<file path="src/rtl/csr_access_unit.sv">
// csr_access_unit: initiator for the 8-entry machine-mode CSR register file.
// Takes one CSR/system operation at a time, reads the target CSR, then issues
// a write or trap strobe. It returns the rd value and any PC redirect
// through a valid/ready handshake.
module csr_access_unit #(
  parameter int         DATA_WIDTH = 32,
  parameter logic [2:0] MTVEC_IDX  = 3'h1,
  parameter logic [2:0] MEPC_IDX   = 3'h2
) (
  input  logic                  clock,
  input  logic                  reset,
  input  logic                  in_valid,
  output logic                  in_ready,
  input  logic [2:0]            in_op,
  input  logic [11:0]           in_csr,
  input  logic [DATA_WIDTH-1:0] in_src,
  input  logic [31:0]           in_pc,
  output logic                  out_valid,
  input  logic                  out_ready,
  output logic [DATA_WIDTH-1:0] out_rd,
  output logic                  out_redirect,
  output logic [31:0]           out_npc,
  output logic                  out_illegal,
  output logic [2:0]            csr_addr,
  input  logic [DATA_WIDTH-1:0] csr_rdata,
  output logic [2:0]            csr_waddr,
  output logic [DATA_WIDTH-1:0] csr_wdata,
  output logic                  csr_wen,
  output logic                  csr_ecall,
  output logic [31:0]           csr_pc
);

  localparam logic [2:0] OP_RW    = 3'd0;
  localparam logic [2:0] OP_RS    = 3'd1;
  localparam logic [2:0] OP_RC    = 3'd2;
  localparam logic [2:0] OP_ECALL = 3'd3;
  localparam logic [2:0] OP_MRET  = 3'd4;

  typedef enum logic [1:0] {IDLE, READ, EXEC, RESP} state_t;

  state_t                state;
  logic [2:0]            op_q;
  logic [DATA_WIDTH-1:0] src_q;
  logic [31:0]           pc_q;
  logic                  illegal_q;
  logic [DATA_WIDTH-1:0] old_q;

  // Architectural CSR number -> {mapped, file index}.
  function automatic logic [3:0] map_csr(input logic [11:0] num);
    case (num)
      12'h300: map_csr = {1'b1, 3'd4};
      12'h305: map_csr = {1'b1, 3'd1};
      12'h341: map_csr = {1'b1, 3'd2};
      12'h342: map_csr = {1'b1, 3'd3};
      12'hF11: map_csr = {1'b1, 3'd5};
      12'hF12: map_csr = {1'b1, 3'd6};
      default: map_csr = 4'b0000;
    endcase
  endfunction

  logic [3:0]            map_in;
  logic                  ro_in;
  logic                  writes_in;
  logic                  illegal_in;
  logic [2:0]            rd_idx_in;
  logic                  writes_c;
  logic [DATA_WIDTH-1:0] wdata_c;

  // Decode the incoming request and precompute the write-back value from the read data.
  always_comb begin
    map_in     = map_csr(in_csr);
    ro_in      = map_in[2] & (map_in[1] ^ map_in[0]);   // index 5 or 6
    writes_in  = (in_op == OP_RW) || (in_src != '0);
    illegal_in = 1'b0;
    rd_idx_in  = map_in[2:0];
    if (in_op > OP_MRET)
      illegal_in = 1'b1;
    else if (in_op == OP_ECALL)
      rd_idx_in = MTVEC_IDX;
    else if (in_op == OP_MRET)
      rd_idx_in = MEPC_IDX;
    else if (!map_in[3] || (ro_in && writes_in))
      illegal_in = 1'b1;

    // Set/clear with a zero mask is a pure read: no write strobe.
    writes_c = !illegal_q &&
               ((op_q == OP_RW) ||
                (((op_q == OP_RS) || (op_q == OP_RC)) && (src_q != '0)));
    case (op_q)
      OP_RS:   wdata_c = csr_rdata | src_q;
      OP_RC:   wdata_c = csr_rdata & ~src_q;
      default: wdata_c = src_q;
    endcase
  end

  // Request sequencer: IDLE -> READ -> EXEC -> RESP with every output registered.
  always_ff @(posedge clock or negedge reset) begin
    if (!reset) begin
      state        <= IDLE;
      in_ready     <= 1'b1;
      op_q         <= '0;
      src_q        <= '0;
      pc_q         <= '0;
      illegal_q    <= 1'b0;
      old_q        <= '0;
      out_valid    <= 1'b0;
      out_rd       <= '0;
      out_redirect <= 1'b0;
      out_npc      <= '0;
      out_illegal  <= 1'b0;
      csr_addr     <= '0;
      csr_waddr    <= '0;
      csr_wdata    <= '0;
      csr_wen      <= 1'b0;
      csr_ecall    <= 1'b0;
      csr_pc       <= '0;
    end else begin
      case (state)
        IDLE: begin
          if (in_valid && in_ready) begin
            op_q      <= in_op;
            src_q     <= in_src;
            pc_q      <= in_pc;
            illegal_q <= illegal_in;
            csr_addr  <= rd_idx_in;
            in_ready  <= 1'b0;
            state     <= READ;
          end
        end
        READ: begin
          // The strobe for EXEC is launched here so it is high for exactly that cycle.
          old_q <= csr_rdata;
          if (writes_c) begin
            csr_wen   <= 1'b1;
            csr_waddr <= csr_addr;
            csr_wdata <= wdata_c;
          end
          if (op_q == OP_ECALL) begin
            csr_ecall <= 1'b1;
            csr_pc    <= pc_q;
          end
          state <= EXEC;
        end
        EXEC: begin
          csr_wen      <= 1'b0;
          csr_waddr    <= '0;
          csr_wdata    <= '0;
          csr_ecall    <= 1'b0;
          csr_pc       <= '0;
          out_valid    <= 1'b1;
          out_illegal  <= illegal_q;
          out_rd       <= (!illegal_q && (op_q <= OP_RC)) ? old_q : '0;
          out_redirect <= (op_q == OP_ECALL) || (op_q == OP_MRET);
          out_npc      <= ((op_q == OP_ECALL) || (op_q == OP_MRET)) ? 32'(old_q) : 32'd0;
          state        <= RESP;
        end
        default: begin
          if (out_ready) begin
            out_valid    <= 1'b0;
            out_rd       <= '0;
            out_redirect <= 1'b0;
            out_npc      <= '0;
            out_illegal  <= 1'b0;
            in_ready     <= 1'b1;
            state        <= IDLE;
          end
        end
      endcase
    end
  end

endmodule

</file>
<file path="config.mk">
export PLATFORM = sky130hd
export DESIGN_NAME = csr_access_unit
export DESIGN_NICKNAME = d
export VERILOG_FILES = /design/src/rtl/csr_access_unit.sv
export SDC_FILE = /design/constraint.sdc
export NUM_CORES = 1
export LEC_CHECK = 0
export ABC_AREA = 1
export CELL_PAD_IN_SITES_DETAIL_PLACEMENT = 0
export CELL_PAD_IN_SITES_GLOBAL_PLACEMENT = 1
export CORE_MARGIN = 4
export CORE_UTILIZATION = 39
export DETAILED_ROUTE_END_ITERATION = 8
export GPL_ROUTABILITY_DRIVEN = 0
export PLACE_DENSITY = 0.81
export SYNTH_ARGS = -nofsm -noshare
export SYNTH_HDL_FRONTEND = slang
export SYNTH_SLANG_ARGS = --single-unit
export TNS_END_PERCENT = 100
</file>
<file path="constraint.sdc">
create_clock -name clock -period 2.8 [get_ports clock]
set_input_delay 0.42 -clock clock [delete_from_list [all_inputs] [get_ports clock]]
set_output_delay 0.42 -clock clock [all_outputs]
set_load 0.02 [all_outputs]
</file>
== After elaboration in Yosys (flattened, before gate mapping) ==
Cells that the tools add are included.

* Register bits after elaboration: 242
* Bits in latches: 0
* Bits in writable memories: 0
* Memory bits (read-only): 0
* Input port bits: 115
* Output and inout bits: 140
* Logic and storage cells: 107
* Memories kept: 0

* Add/sub/neg operators: 0
* $mul: 0
* Div/mod/pow operators: 0
* Order comparisons: 2
* Equality and inequality tests: 17
* Shift-type cells: 0
* Muxes and demuxes: 34
* Bitwise gates (word level): 7
* Reduce and logical (&&, ||, !) cells: 29

{| class="wikitable"
|+ Operators with widths
! cell !! count
|-
| 32-bit case mux with 2 select lines || 5
|-
| 32-bit two-way mux || 5
|-
| 32-bit nonzero test || 2
|-
| 12-bit by 10-bit equality test with 1-bit output, second input constant || 4
|-
| 32-bit bitwise AND || 1
|-
| 32-bit NOT || 1
|-
| 32-bit OR || 1
|-
| 12-bit equality test, second input constant || 2
|-
| 4-bit case mux with 6 select lines || 1
|-
| 3-bit two-way mux || 4
|-
| 1-bit case mux with 2 select lines || 6
|-
| 2-bit AND reduction || 5
|-
| 3-bit by 2-bit equality test with 1-bit output, second input constant || 3
|-
| 1-bit two-way mux || 9
|-
| 3-bit equality test, second input constant || 2
|-
| 3-bit logical NOT || 2
|-
| 2-bit != test, second input constant || 3
|-
| 2-bit case mux with 3 select lines || 1
|-
| 3-bit case mux with 2 select lines || 1
|-
| 2-bit nonzero test || 3
|-
| 1-bit logical AND || 5
|-
| 1-bit logical OR || 5
|-
| 2-bit two-way mux || 2
|-
| 4-bit nonzero test || 1
|-
| other kinds (12) || 15
|}

== Logic depth before layout (Yosys ltp) ==
* Depth in word-level cells: 10
* Depth in mapped cells: 11
* Depth with buffers taken out: 11

== Least setup slack after synthesis ==
Ideal clock, no wire load.

* Path kind: register to register
* From: register state[1]
* To: register out_npc[19]
* Library setup time: 0.133 ns
* Arrival time: 1.532 ns
* Data required time: 2.667 ns
* Path slack: 1.135 ns
* Cell stages (with the launch flop): 8
* Path buffers: 3
* Cell sequence: dfrtp_1 inv_1 ha_1 buf_2 nor3_2 buf_4 clkbuf_1 o22ai_1

* Longest elaborated chain between the ends: 4
* Elaborated cells on any way between the ends: 8
* Those cells by class: eq/ne: 2; mux: 1; bitwise: 1; reduce/logical: 4

{| class="wikitable"
|+ Ends and longest elaborated chain
! element !! line !! text
|-
| start: declaration || 41 || <nowiki>state_t state;</nowiki>
|-
| start signal: assignment || 99 || <nowiki>state <= IDLE;</nowiki>
|-
| start signal: assignment || 127 || <nowiki>state <= READ;</nowiki>
|-
| start signal: assignment || 142 || <nowiki>state <= EXEC;</nowiki>
|-
| 2-bit by 1-bit equality test with 1-bit output / 2-bit logical NOT (equally long branches) || 118 || <nowiki>case (state)</nowiki>
|-
| 2-bit OR reduction (no line) || n/a ||
|-
| 1-bit NOT (no line) || n/a ||
|-
| 2-bit AND reduction (no line) || n/a ||
|-
| end signal: assignment || 154 || <nowiki>out_npc <= ((op_q == OP_ECALL) || (op_q == OP_MRET)) ? 32'(old_q) : 32'd0;</nowiki>
|-
| end: declaration || 22 || <nowiki>output logic [31:0] out_npc,</nowiki>
|}

Parallel ways exist; a longest one is shown, timed or not.
A chain may end at the register's enable or synchronous reset.

== Worst setup path in the final report ==
* From: register in_ready
* To: output port in_ready

{| class="wikitable"
|+ RTL lines
! element !! line !! text
|-
| start: declaration || 13 || <nowiki>output logic in_ready,</nowiki>
|-
| start signal: assignment || 100 || <nowiki>in_ready <= 1'b1;</nowiki>
|-
| start signal: assignment || 126 || <nowiki>in_ready <= 1'b0;</nowiki>
|-
| start signal: assignment || 164 || <nowiki>in_ready <= 1'b1;</nowiki>
|}

No word-level cell between the ends.

==> metrics.txt <==
run status complete, no violations; instance count of the mapped netlist 1172; #FFs+latches synth about 240; Worst IR Drop VDD about 570 uV; GR Util All Layers 20.96%; commonest non-fill, non-tap cell in the layout nand2_1; most frequent cells in the layout nand2_1, clkdlybuf4s50_1, dfrtp_1; Main synth FF type dfrtp_1; largest net degree at the start of global routing 84; Synth Cell Area 10290 sq um; Netlist cell types 29; Area Growth Syn to Fin 36.10%; final global-route overflow total 0; worst hold slack 0.4371 ns; n_diodes 0; Slew Viols, Final 0; min Tclk post-route 2.119 ns; syn_area_per_cell 8.777 sq um; CP Class flip-flop to primary output; Worst R2R Setup Slack 0.73 ns; RSZ-0062 raised after global routing false; Setup crit end kind primary output; sequential-to-total area share from yosys stat about three fifths; Placed Area 13150 sq um; core area between 20000 and 30000 sq um; Buf/Inv on CP 1; Clock Skews 0.01839 ns; total routed wirelength 30980 microns; Sink Count 242; Port Buffers 254; Register Area 6057 sq um; initial core utilization 39.58%; Post-synth EDFFs 0; Top Ports around 260; root buf cell clkbuf_16; Setup TNS 0 ns; Mapped Nets between 1000 and 1500; Die Wd ~170 microns; DRT Pass-1 Iters 5; Worst EP arrival 1.70 ns; DP Wirelength 21750 microns; max cap viols 0; Site Rows 59; initial antenna violation count 1; Critical Path RT 2.38 ns; vias per cell 4.976; pwr/cell area 1071 nW/um^2; number of buffers created by CTS 26; antenna viol nets, final 0; TritonCTS clock tree done; final setup vio count 0; Routed WL per cell 17.63 microns; Worst Tran Pin Value 0.7276 ns; Die Area 29040 sq um; fmax 471.9 MHz; worst rel slew slack 51.49%; via count approximately 8700; fillcell total roughly 2400; CP max stage cell clkdlybuf4s50_1; area of the multi-input gates 3226 sq um; worst min-delay path class input pin to flip-flop; initial DRC count 708; clk_lat worst skew ~0.52 ns; CP peak stage delay 0.61 ns; first-pass GRT wire length ~49000 microns; layout cell share with drive strength beyond 1 under 10%; H-tree depth 1; DRC 0; clock buffer depth 3; fin crit share 75.69%; Resized cells post-CTS 0; CP max FO 3; Final nets 1521; Hold Violations, Final 0; vias in the first global route between 8000 and 9000; Ys Warns 0; Finished Cell Area approximately 14000 sq um; leakage 6.434 nW; crit path launch type flip-flop; clock-pin slew on the worst setup and hold paths 0.06 ns; worst path cell trace clkdlybuf4s50_1; delay-heaviest family, CP buffers and inverters; die height 170.4 microns; FFs w/ async S/R, synth 100.0%
-- final timing paths --
check | start | endpoint | depth (start not counted)
hold / removal | in_pc[16] | pc_q[16] | 3
min in group asynchronous | reset | out_rd[7] | 2
hold reg to reg | pc_q[10] | pc_q[10] | 2
setup reg to reg | op_q[0] | csr_waddr[2] | 7
setup / recovery | in_ready | in_ready | 1
max in group asynchronous | reset | src_q[26] | 3
-- stage by stage --
stage | setup WS (ns) | util [%] | power (mW) | instances
floorplan | 1.135 | - | 9.162 | 1172
global placement | 0.7807 | 50.60 | 11.58 | 1709
detailed placement | 0.7332 | 50.60 | 11.71 | 1709
CTS | 0.6522 | 53.88 | 15.13 | 1757
global route | 0.5345 | 53.88 | 16.00 | 1757
finish | 0.6808 | 53.88 | 15.00 | 1757
-- metal layers --
layer	track usage, %	vias up	routed length, microns
li1	-	4251	-
met1	29.43	4202	13580
met2	33.84	264	14610
met3	5.157	24	2433
met4	3.403	2	346
met5	0	-	13
-- logic make-up (layout without fill, tap and decap cells) --
| kind of cell | after synthesis | count (layout) | share of synthesized area, % |
|---|---|---|---|
| AO/OA/AOI/OAI | 216 | 216 | 12.05 |
| adder cells (fa/ha/maj) | 3 | 3 | 0.3650 |
| buffers and inverters | 259 | 509 | 10.05 |
| flip-flops | 242 | 242 | 58.89 |
| AND/OR/NAND/NOR | 452 | 452 | 18.65 |
-- state kept, by name, summed over array words and instances, names as in the netlist, 2 cells and up --
name	flops
out_npc	32
old_q	32
op_q	3
state	2
csr_pc	32
out_rd	32
src_q	32
csr_addr	3
csr_wdata	32
pc_q	32
csr_waddr	3
-- worst min-delay path, delay by kind of cell --
kind | cells | cell delay, ns
buf+inv | 1 | 0.39
simple gates | 2 | 0.10
-- Yosys cell counts (2+ instances only) --
| cell type | n | area (sq um) |
|---|---|---|
| nand3_1 | 81 | 405.4 |
| o22ai_1 | 98 | 613.1 |
| nand2_1 | 274 | 1028 |
| o21ai_2 | 2 | 17.52 |
| o21ai_0 | 104 | 520.5 |
| nand4_1 | 37 | 231.5 |
| nor3_1 | 3 | 15.01 |
| clkbuf_1 | 36 | 135.1 |
| nor2_1 | 53 | 198.9 |
| dfrtp_1 | 241 | 6031 |
| a21oi_1 | 5 | 25.02 |
| buf_1 | 6 | 22.52 |
| inv_1 | 188 | 705.7 |
| inv_2 | 2 | 7.510 |
| ha_1 | 3 | 37.54 |
| nand2_4 | 2 | 22.52 |
| buf_4 | 4 | 30.03 |
| buf_6 | 3 | 33.78 |
| o31ai_1 | 2 | 15.01 |
| buf_2 | 19 | 95.09 |
-- final cells by class --
class / count / area share (%)
flip-flops and latches: 242 / 43.27
clock inverters: 7 / 0.4737
clock buffers: 40 / 5.532
well taps: 335 / 2.994
inverters: 191 / 5.121
repair buffers: 271 / 19.57
multi-input cells: 671 / 23.04
-- power breakdown --
part	internal (mW)	total, mW	leakage [nW]	switching (mW)
Clock	1.99	3.37	0.412	1.38
Combinational	2.31	6.18	2.86	3.88
Sequential	4.80	5.45	3.17	0.649
Total	9.10	15.0	6.43	5.90
-- what timing repair did --
action	CTS	global route
setup buffers	0	0
endpoints found under the hold margin	80	0
hold buffers	1	0
Note: power is estimated with default switching activity, not from simulation.
